### config.mk
export PLATFORM = sky130hd
export DESIGN_NAME = rtsnoc_echo_mp
export DESIGN_NICKNAME = d
export VERILOG_FILES = /design/src/rtl/rtsnoc_echo_mp.sv
export SDC_FILE = /design/constraint.sdc
export NUM_CORES = 1
export LEC_CHECK = 0
export CAP_MARGIN = 20
export CORE_UTILIZATION = 40
export CTS_CLUSTER_SIZE = 28
export DETAILED_ROUTE_END_ITERATION = 7
export PLACE_DENSITY_LB_ADDON = 0.12
export RECOVER_POWER = 25
export SLEW_MARGIN = 10
export SYNTH_ARGS = -nofsm -noshare
export SYNTH_HDL_FRONTEND = slang
export SYNTH_SLANG_ARGS = --single-unit
### constraint.sdc
create_clock -name clk_i -period 3.47 [get_ports clk_i]
set_input_delay 0.694 -clock clk_i [delete_from_list [all_inputs] [get_ports clk_i]]
set_output_delay 0.694 -clock clk_i [all_outputs]
set_load 0.1 [all_outputs]
### src/rtl/rtsnoc_echo_mp.sv
// rtsnoc_echo_mp: multi-channel buffered echo endpoint for the RTSNoC router.
//
// Each channel reads flits from its router port, swaps the source and destination
// header fields, queues the result in a private FIFO and writes it back to the router.
// Channels share nothing except the clock and the synchronised reset.
//
// Ports:
//   clk_i       clock, rising edge
//   rst_ni      asynchronous active-low reset; release is synchronised internally
//   din_o       flit to router, channel c at [c*BUS +: BUS]
//   wr_o        write strobe per channel
//   wait_i      router busy per channel; a write completes only when low
//   rd_o        read strobe per channel
//   dout_i      flit from router, valid the cycle after rd_o
//   nd_i        new data available per channel
//
// Optional (macro RTSNOC_ECHO_STATS_EN):
//   echo_cnt_o  16-bit wrapping count of completed writes per channel
//   ovf_o       sticky flag per channel: nd_i seen while the FIFO was full

module rtsnoc_echo_mp #(
  parameter int unsigned SOC_SIZE_X      = 1,
  parameter int unsigned SOC_SIZE_Y      = 1,
  parameter int unsigned NOC_DATA_WIDTH  = 16,
  parameter int unsigned N_CHANNELS      = 2,
  parameter int unsigned FIFO_DEPTH_LOG2 = 2,
  localparam int unsigned BUS = NOC_DATA_WIDTH + 2 * SOC_SIZE_X + 2 * SOC_SIZE_Y + 6
) (
  input  logic                       clk_i,
  input  logic                       rst_ni,
  output logic [N_CHANNELS*BUS-1:0]  din_o,
  output logic [N_CHANNELS-1:0]      wr_o,
  input  logic [N_CHANNELS-1:0]      wait_i,
  output logic [N_CHANNELS-1:0]      rd_o,
  input  logic [N_CHANNELS*BUS-1:0]  dout_i,
  input  logic [N_CHANNELS-1:0]      nd_i
`ifdef RTSNOC_ECHO_STATS_EN
  ,
  output logic [N_CHANNELS*16-1:0]   echo_cnt_o,
  output logic [N_CHANNELS-1:0]      ovf_o
`endif
);

  localparam int unsigned AW    = FIFO_DEPTH_LOG2;
  localparam int unsigned CntW  = FIFO_DEPTH_LOG2 + 1;
  localparam int unsigned Depth = 1 << FIFO_DEPTH_LOG2;

  // LSB positions of the header fields inside a flit
  localparam int unsigned DlLsb = NOC_DATA_WIDTH;
  localparam int unsigned SlLsb = NOC_DATA_WIDTH + 3;
  localparam int unsigned DyLsb = NOC_DATA_WIDTH + 6;
  localparam int unsigned DxLsb = DyLsb + SOC_SIZE_Y;
  localparam int unsigned SyLsb = DxLsb + SOC_SIZE_X;
  localparam int unsigned SxLsb = SyLsb + SOC_SIZE_Y;

  typedef enum logic {
    RxIdle,
    RxCapt
  } rx_state_e;

  // Reset asserts immediately but releases two clocks later, aligned to clk_i.
  logic [1:0] rst_sync_q;
  logic       rst_n;

  always_ff @(posedge clk_i or negedge rst_ni) begin
    if (!rst_ni) begin
      rst_sync_q <= 2'b00;
    end else begin
      rst_sync_q <= {rst_sync_q[0], 1'b1};
    end
  end

  assign rst_n = rst_sync_q[1];

  for (genvar c = 0; c < N_CHANNELS; c++) begin : g_ch
    rx_state_e         rx_q, rx_d;
    logic [BUS-1:0]    flit_in;
    logic [BUS-1:0]    flit_echo;
    logic [BUS-1:0]    mem [Depth];
    logic [AW-1:0]     wr_ptr_q, rd_ptr_q, rd_ptr_nxt;
    logic [CntW-1:0]   cnt_q;
    logic              full, empty;
    logic              push, pop, rd;
    logic              wr_q, wr_d;
    logic [BUS-1:0]    din_q, din_d;

    assign flit_in   = dout_i[c*BUS +: BUS];
    assign flit_echo = {flit_in[DxLsb +: SOC_SIZE_X], flit_in[DyLsb +: SOC_SIZE_Y],
                        flit_in[SxLsb +: SOC_SIZE_X], flit_in[SyLsb +: SOC_SIZE_Y],
                        flit_in[DlLsb +: 3], flit_in[SlLsb +: 3],
                        flit_in[NOC_DATA_WIDTH-1:0]};

    assign full       = (cnt_q == CntW'(Depth));
    assign empty      = (cnt_q == '0);
    assign rd_ptr_nxt = rd_ptr_q + 1'b1;
    // wr_q implies the displayed flit is still the FIFO head, so pop never underflows.
    assign pop        = wr_q & ~wait_i[c];

    // Receive engine. rd is gated by reset so it stays low while held in reset.
    always_comb begin
      rx_d = rx_q;
      rd   = 1'b0;
      push = 1'b0;
      case (rx_q)
        RxIdle: begin
          if (rst_n && nd_i[c] && !full) begin
            rd   = 1'b1;
            rx_d = RxCapt;
          end
        end
        RxCapt: begin
          push = 1'b1;
          rx_d = RxIdle;
        end
        default: rx_d = RxIdle;
      endcase
    end

    // Transmit engine: din_q mirrors the FIFO head while wr_q is set.
    always_comb begin
      wr_d  = wr_q;
      din_d = din_q;
      if (!wr_q) begin
        if (!empty) begin
          wr_d  = 1'b1;
          din_d = mem[rd_ptr_q];
        end
      end else if (pop) begin
        if (cnt_q > CntW'(1)) begin
          wr_d  = 1'b1;
          din_d = mem[rd_ptr_nxt];
        end else if (push) begin
          // Last entry leaves as a new one arrives: forward it to keep writes back-to-back.
          wr_d  = 1'b1;
          din_d = flit_echo;
        end else begin
          wr_d  = 1'b0;
        end
      end
    end

    always_ff @(posedge clk_i or negedge rst_n) begin
      if (!rst_n) begin
        rx_q     <= RxIdle;
        wr_ptr_q <= '0;
        rd_ptr_q <= '0;
        cnt_q    <= '0;
        wr_q     <= 1'b0;
        din_q    <= '0;
      end else begin
        rx_q  <= rx_d;
        wr_q  <= wr_d;
        din_q <= din_d;
        if (push) wr_ptr_q <= wr_ptr_q + 1'b1;
        if (pop)  rd_ptr_q <= rd_ptr_nxt;
        case ({push, pop})
          2'b10:   cnt_q <= cnt_q + 1'b1;
          2'b01:   cnt_q <= cnt_q - 1'b1;
          default: cnt_q <= cnt_q;
        endcase
      end
    end

    // Storage carries no reset; validity is tracked by the pointers and count.
    // A push into a full FIFO only happens with a pop, which has already read the head.
    always_ff @(posedge clk_i) begin
      if (push) mem[wr_ptr_q] <= flit_echo;
    end

    assign rd_o[c]              = rd;
    assign wr_o[c]              = wr_q;
    assign din_o[c*BUS +: BUS]  = din_q;

`ifdef RTSNOC_ECHO_STATS_EN
    logic [15:0] echo_cnt_q;
    logic        ovf_q;

    always_ff @(posedge clk_i or negedge rst_n) begin
      if (!rst_n) begin
        echo_cnt_q <= '0;
        ovf_q      <= 1'b0;
      end else begin
        if (pop)              echo_cnt_q <= echo_cnt_q + 16'd1;
        if (nd_i[c] && full)  ovf_q      <= 1'b1;
      end
    end

    assign echo_cnt_o[c*16 +: 16] = echo_cnt_q;
    assign ovf_o[c]               = ovf_q;
`endif
  end

endmodule

; After elaboration in Yosys (flattened, before gate mapping)
; Memory sizes are Yosys's and may differ from the RTL's.
; Index checks and enable logic that the tools add are counted.
[totals]
output_inout_bits = 56
n_memories = 2
latchBits = 0
romBits = 0
ram_bits = 208
ff_bits = 72
[classes]
div = 0
n_addsub = 8
n_reduce_logical = 12
n_bitwise = 6
magnitude_cmp = 2
eq_ne = 12
mux = 32
multipliers = 0
shifts = 0
[memory_table]
columns = name, words, width, read_ports, rd_clocked_by_memory_dff, wr, line_no
row1 = g_ch[0].mem, 4, 26, 2, 0, 1, 79  ; logic [BUS-1:0] mem [Depth];
row2 = g_ch[1].mem, 4, 26, 2, 0, 1, 79
[ops]
columns = operator, n
row1 = $mux W26, 10
row2 = $mux W1, 18
row3 = $pmux W3 S2, 2
row4 = $add A2 B1 Y2 const B, 4
row5 = $add A3 B1 Y3 const B, 2
row6 = $eq A3 B3 Y1 const B, 2
row7 = $gt A3 B1 Y1 const B, 2
row8 = $logic_not A3 Y1, 2
row9 = $ne A3 B2 Y1 const B, 2
row10 = $reduce_and A3 Y1, 2
row11 = $sub A3 B1 Y3 const B, 2
row12 = $eq A2 B1 Y1 const B, 2
row13 = $eq A2 B2 Y1 const B, 2
row14 = $logic_and A1 B1 Y1, 4
row15 = $ne A2 B1 Y1 const B, 2
row16 = $ne A2 B2 Y1 const B, 2
row17 = $not A1 Y1, 4
row18 = $pmux W1 S2, 2
row19 = $reduce_bool A2 Y1, 2
row20 = $and A1 B1 Y1, 2
row21 = $logic_not A1 Y1, 2

; Longest topological paths before layout
[logic_depth]
ltp_word = 5
mapped_depth = 9
ltp_nobuf = 6

; Worst setup path before layout
; No wires, ideal clock.
[synth_timing]
kind = flip-flop to output port
start = register rst_sync_q[1]
end = output port rd_o[1]
path_stages_with_launch = 4
path_slack_ps = 235
arrival_time_ps = 2541
path_buffers = 1
required_time_ps = 2776
path_cell_list = dfrtp_1 nand2_1 a211oi_1 buf_4
[synth_between]
elab_chain_len = 4
[synth_rtl]
columns = item, line_no
row1 = "start, declared", 62  ; logic [1:0] rst_sync_q;
row2 = "start signal, assigned", 69  ; rst_sync_q <= {rst_sync_q[0], 1'b1};
row3 = $logic_and A1 B1 Y1 (2 in series), 106  ; if (rst_n && nd_i[c] && !full) begin
row4 = $mux W1, 106
row5 = $mux W1, 104  ; case (rx_q)
row6 = "end, declared", 34  ; output logic [N_CHANNELS-1:0] rd_o,
; No other way between the ends.

; Final worst setup path
; Ends and elaborated chain as after synthesis.

==> flow_metrics.env <==
export IMPL_syn_avg_cell_area_sq_um=17.2
export IMPL_ys_warn_count=0
export IMPL_synth_seq_cells=280
export IMPL_core_sq_um=31500
export IMPL_synth_fp_nets=816
export IMPL_min_period_ps=2790
export IMPL_hold_viol=0
export IMPL_core_rowCount=65
export IMPL_start_util=0.405
export IMPL_cts_resized=0
export IMPL_min_path_type="reg2async"
export IMPL_pre_cts_ws_ps=908
export IMPL_gr_total_overflow=0
export IMPL_synth_top_cell_area_share=0.490
export IMPL_dr_pass1_iters=6
export IMPL_clkLatencyLatePin_ps=540
export IMPL_critPathArrivalTime_ps=2090
export IMPL_rsz0062_at_grt="false"
export IMPL_startpoint_type="register"
export IMPL_cts_sinks=280
export IMPL_synthTopCellsByArea="edfxtp_1 49%, dfrtp_1 14%, mux4_2 14%"
export IMPL_timing_final_crit_share=0.804
export IMPL_powerDensity_nw_per_um2=1030
export IMPL_p_leak_nw=5.36
export IMPL_antenna_found_initial=5
export IMPL_grt_max_degree=55
export IMPL_tns_ps=0
export IMPL_yosysTopAreaCell="edfxtp_1"
export IMPL_grt_usage=0.189
export IMPL_setup_viol=0
export IMPL_synthMostInstantiatedCell="edfxtp_1"
export IMPL_maxCapViolCount=0
export IMPL_grt_pass1_wl_mm=47.1
export IMPL_drc_errors=0
export IMPL_avgRoutedWirePerCell_um=23.6
export IMPL_slew_headroom=0.304
export IMPL_grt_busiest_layer="met2"
export IMPL_met3_usage=0.0340
export IMPL_clock_root_buffer="clkbuf_16"
export IMPL_cts_hold_buf=0
export IMPL_die_h_um=181
export IMPL_io_pins=114
export IMPL_avgViaCountPerCell=5.75
export IMPL_yosysUniqueCellTypes=39
export IMPL_drtIter0Drc=510
export IMPL_netlist_area_sq_um=12700
export IMPL_fmax_mhz=359
export IMPL_worst_path_max_fanout=31
export IMPL_dp_hpwl_mm=17.4
export IMPL_maxSlewViolCount=0
export IMPL_synth_edf_count=208
export IMPL_htree_levels=1
export IMPL_syn_to_final_growth_pct=20.4
export IMPL_fin_ws_ps=682
export IMPL_ys_flop_type="edfxtp_1"
export IMPL_fin_skew_ps=10.3
export IMPL_grt_use_met1=0.233
export IMPL_grt_pass1_vias=8019
export IMPL_gp_congestion=0.710
export IMPL_drive_gt1_frac=0.271
export IMPL_end_kind="output port"
export IMPL_clk_pin_slew_worst_paths_ps=60
export IMPL_ant_nets=0
export IMPL_post_cts_setup_buffers=0
export IMPL_ys_seq_area_frac=0.631
export IMPL_die_x_um=181
export IMPL_die_area_sq_um=32600
export IMPL_cts_buffers=31
export IMPL_peakVddDrop_mv=0.515
export IMPL_cts_tree="built"
export IMPL_ys_top_cells_by_count="208 x edfxtp_1, 78 x mux4_2, 72 x dfrtp_1"
export IMPL_worst_pin_slew_ps=1040
export IMPL_status="complete, no violations"
export IMPL_clk_path_buf_depth=3
export IMPL_async_flop_share=0.257
export IMPL_io_buffers=113
export IMPL_final_nets=926
export IMPL_grtUsageMet2=0.343
export IMPL_drt_wl_total_mm=30.2
export IMPL_num_vias=7359
export IMPL_worst_ep_required_time_ps=2780
export IMPL_syn_inst=741
export IMPL_critPathKind="reg2out"
-- path summary, 6_finish.rpt --
check                                                start                         endpoint  slack, ps  cells after the start
setup / recovery                   rst_sync_q[1]$_DFF_PN0_                          rd_o[1]        680                      3
hold / removal                     rst_sync_q[1]$_DFF_PN0_           g_ch[1].rx_q$_DFF_PN0_        290                      0
setup reg to reg           g_ch[0].rd_ptr_q[1]$_DFFE_PN0N_    g_ch[0].din_q[18]$_DFFE_PN0P_        940                      5
hold reg to reg                    rst_sync_q[1]$_DFF_PN0_           g_ch[1].rx_q$_DFF_PN0_        290                      0
max in group asynchronous          rst_sync_q[1]$_DFF_PN0_  g_ch[0].rd_ptr_q[1]$_DFFE_PN0N_       2020                      1
min in group clk_i                 rst_sync_q[0]$_DFF_PN0_          rst_sync_q[1]$_DFF_PN0_        360                      0
-- routing by layer --
metal / share of wire / up-vias
met4: 0.018 / 4
met3: 0.055 / 42
met5: 0.00086 / -
met2: 0.52 / 211
met1: 0.40 / 3864
li1: - / 3238
-- per-stage QoR --
| step | cells | util | total power [mW] | hold WS (ps) | area (sq um) |
|---|---|---|---|---|---|
| after global routing | 1278 | 0.488 | 16.5 | 334 | 15300 |
| after detailed placement | 1220 | 0.455 | 12.6 | 311 | 14300 |
| after global placement | 1220 | 0.455 | 12.5 | 308 | 14300 |
| after floorplan | 741 | - | 10.7 | 331 | 12700 |
| after CTS | 1277 | 0.487 | 16.0 | 288 | 15300 |
| final | 1280 | 0.488 | 15.8 | 293 | 15300 |
-- registers in the layout, indices dropped and copies added (netlist names) --
| register | cells |
|---|---|
| g_ch.wr_ptr_q | 4 |
| g_ch.rd_ptr_q | 4 |
| g_ch.wr_q | 2 |
| g_ch.rx_q | 2 |
| g_ch.din_q | 52 |
| g_ch.cnt_q | 6 |
| g_ch.mem | 208 |
| rst_sync_q | 2 |
-- cells in the final DEF, fill, tap and decap left out, types with 6 or more instances in the layout --
cell and count:
a222oi_1 25, and2_1 8, buf_4 46, clkbuf_16 31, clkdlybuf4s50_1 57, clkinv_2 6, dfrtp_1 67, dlygate4sd3_1 33
edfxtp_1 208, ha_1 17, inv_1 11, mux2_2 52, mux2i_1 54, mux4_2 78, nand2_1 10, nand3_1 26
nand3b_1 26, o211ai_1 27, o21ai_0 23, o21ai_1 7, xnor2_1 6, xor2_1 6
-- where the power goes --
part / total [mW] / switching [mW] / internal [mW]
clock network: 3.31 / 1.30 / 2.00
logic: 7.46 / 4.67 / 2.79
registers: 4.99 / 0.699 / 4.29
total: 15.8 / 6.67 / 9.08
-- logic make-up after synthesis --
family,count (synthesis),synth area share
flops,280,0.631
simple gates,83,0.0383
xor+xnor,12,0.00824
mux,184,0.226
other cells,1,0.000294
fa+ha+maj,17,0.0167
buf+inv,73,0.0264
compound gates,91,0.0527
-- cell type report --
cell class	count	area, sq um
inverter	11	41.3
multi-input combinational	388	4390
antenna	3	7.51
timing repair buffer	139	1310
clock buffer	35	791
fill	2644	16100
tap	402	503
sequential	280	8060
clock inverter	22	246
-- worst max-delay path, cell delays in order, from the launching register on --
cell and delay (ps):
dfrtp_4 750, nand2_1 110, a211oi_1 450, buf_12 240
Note: power is estimated with default switching activity, not from simulation.
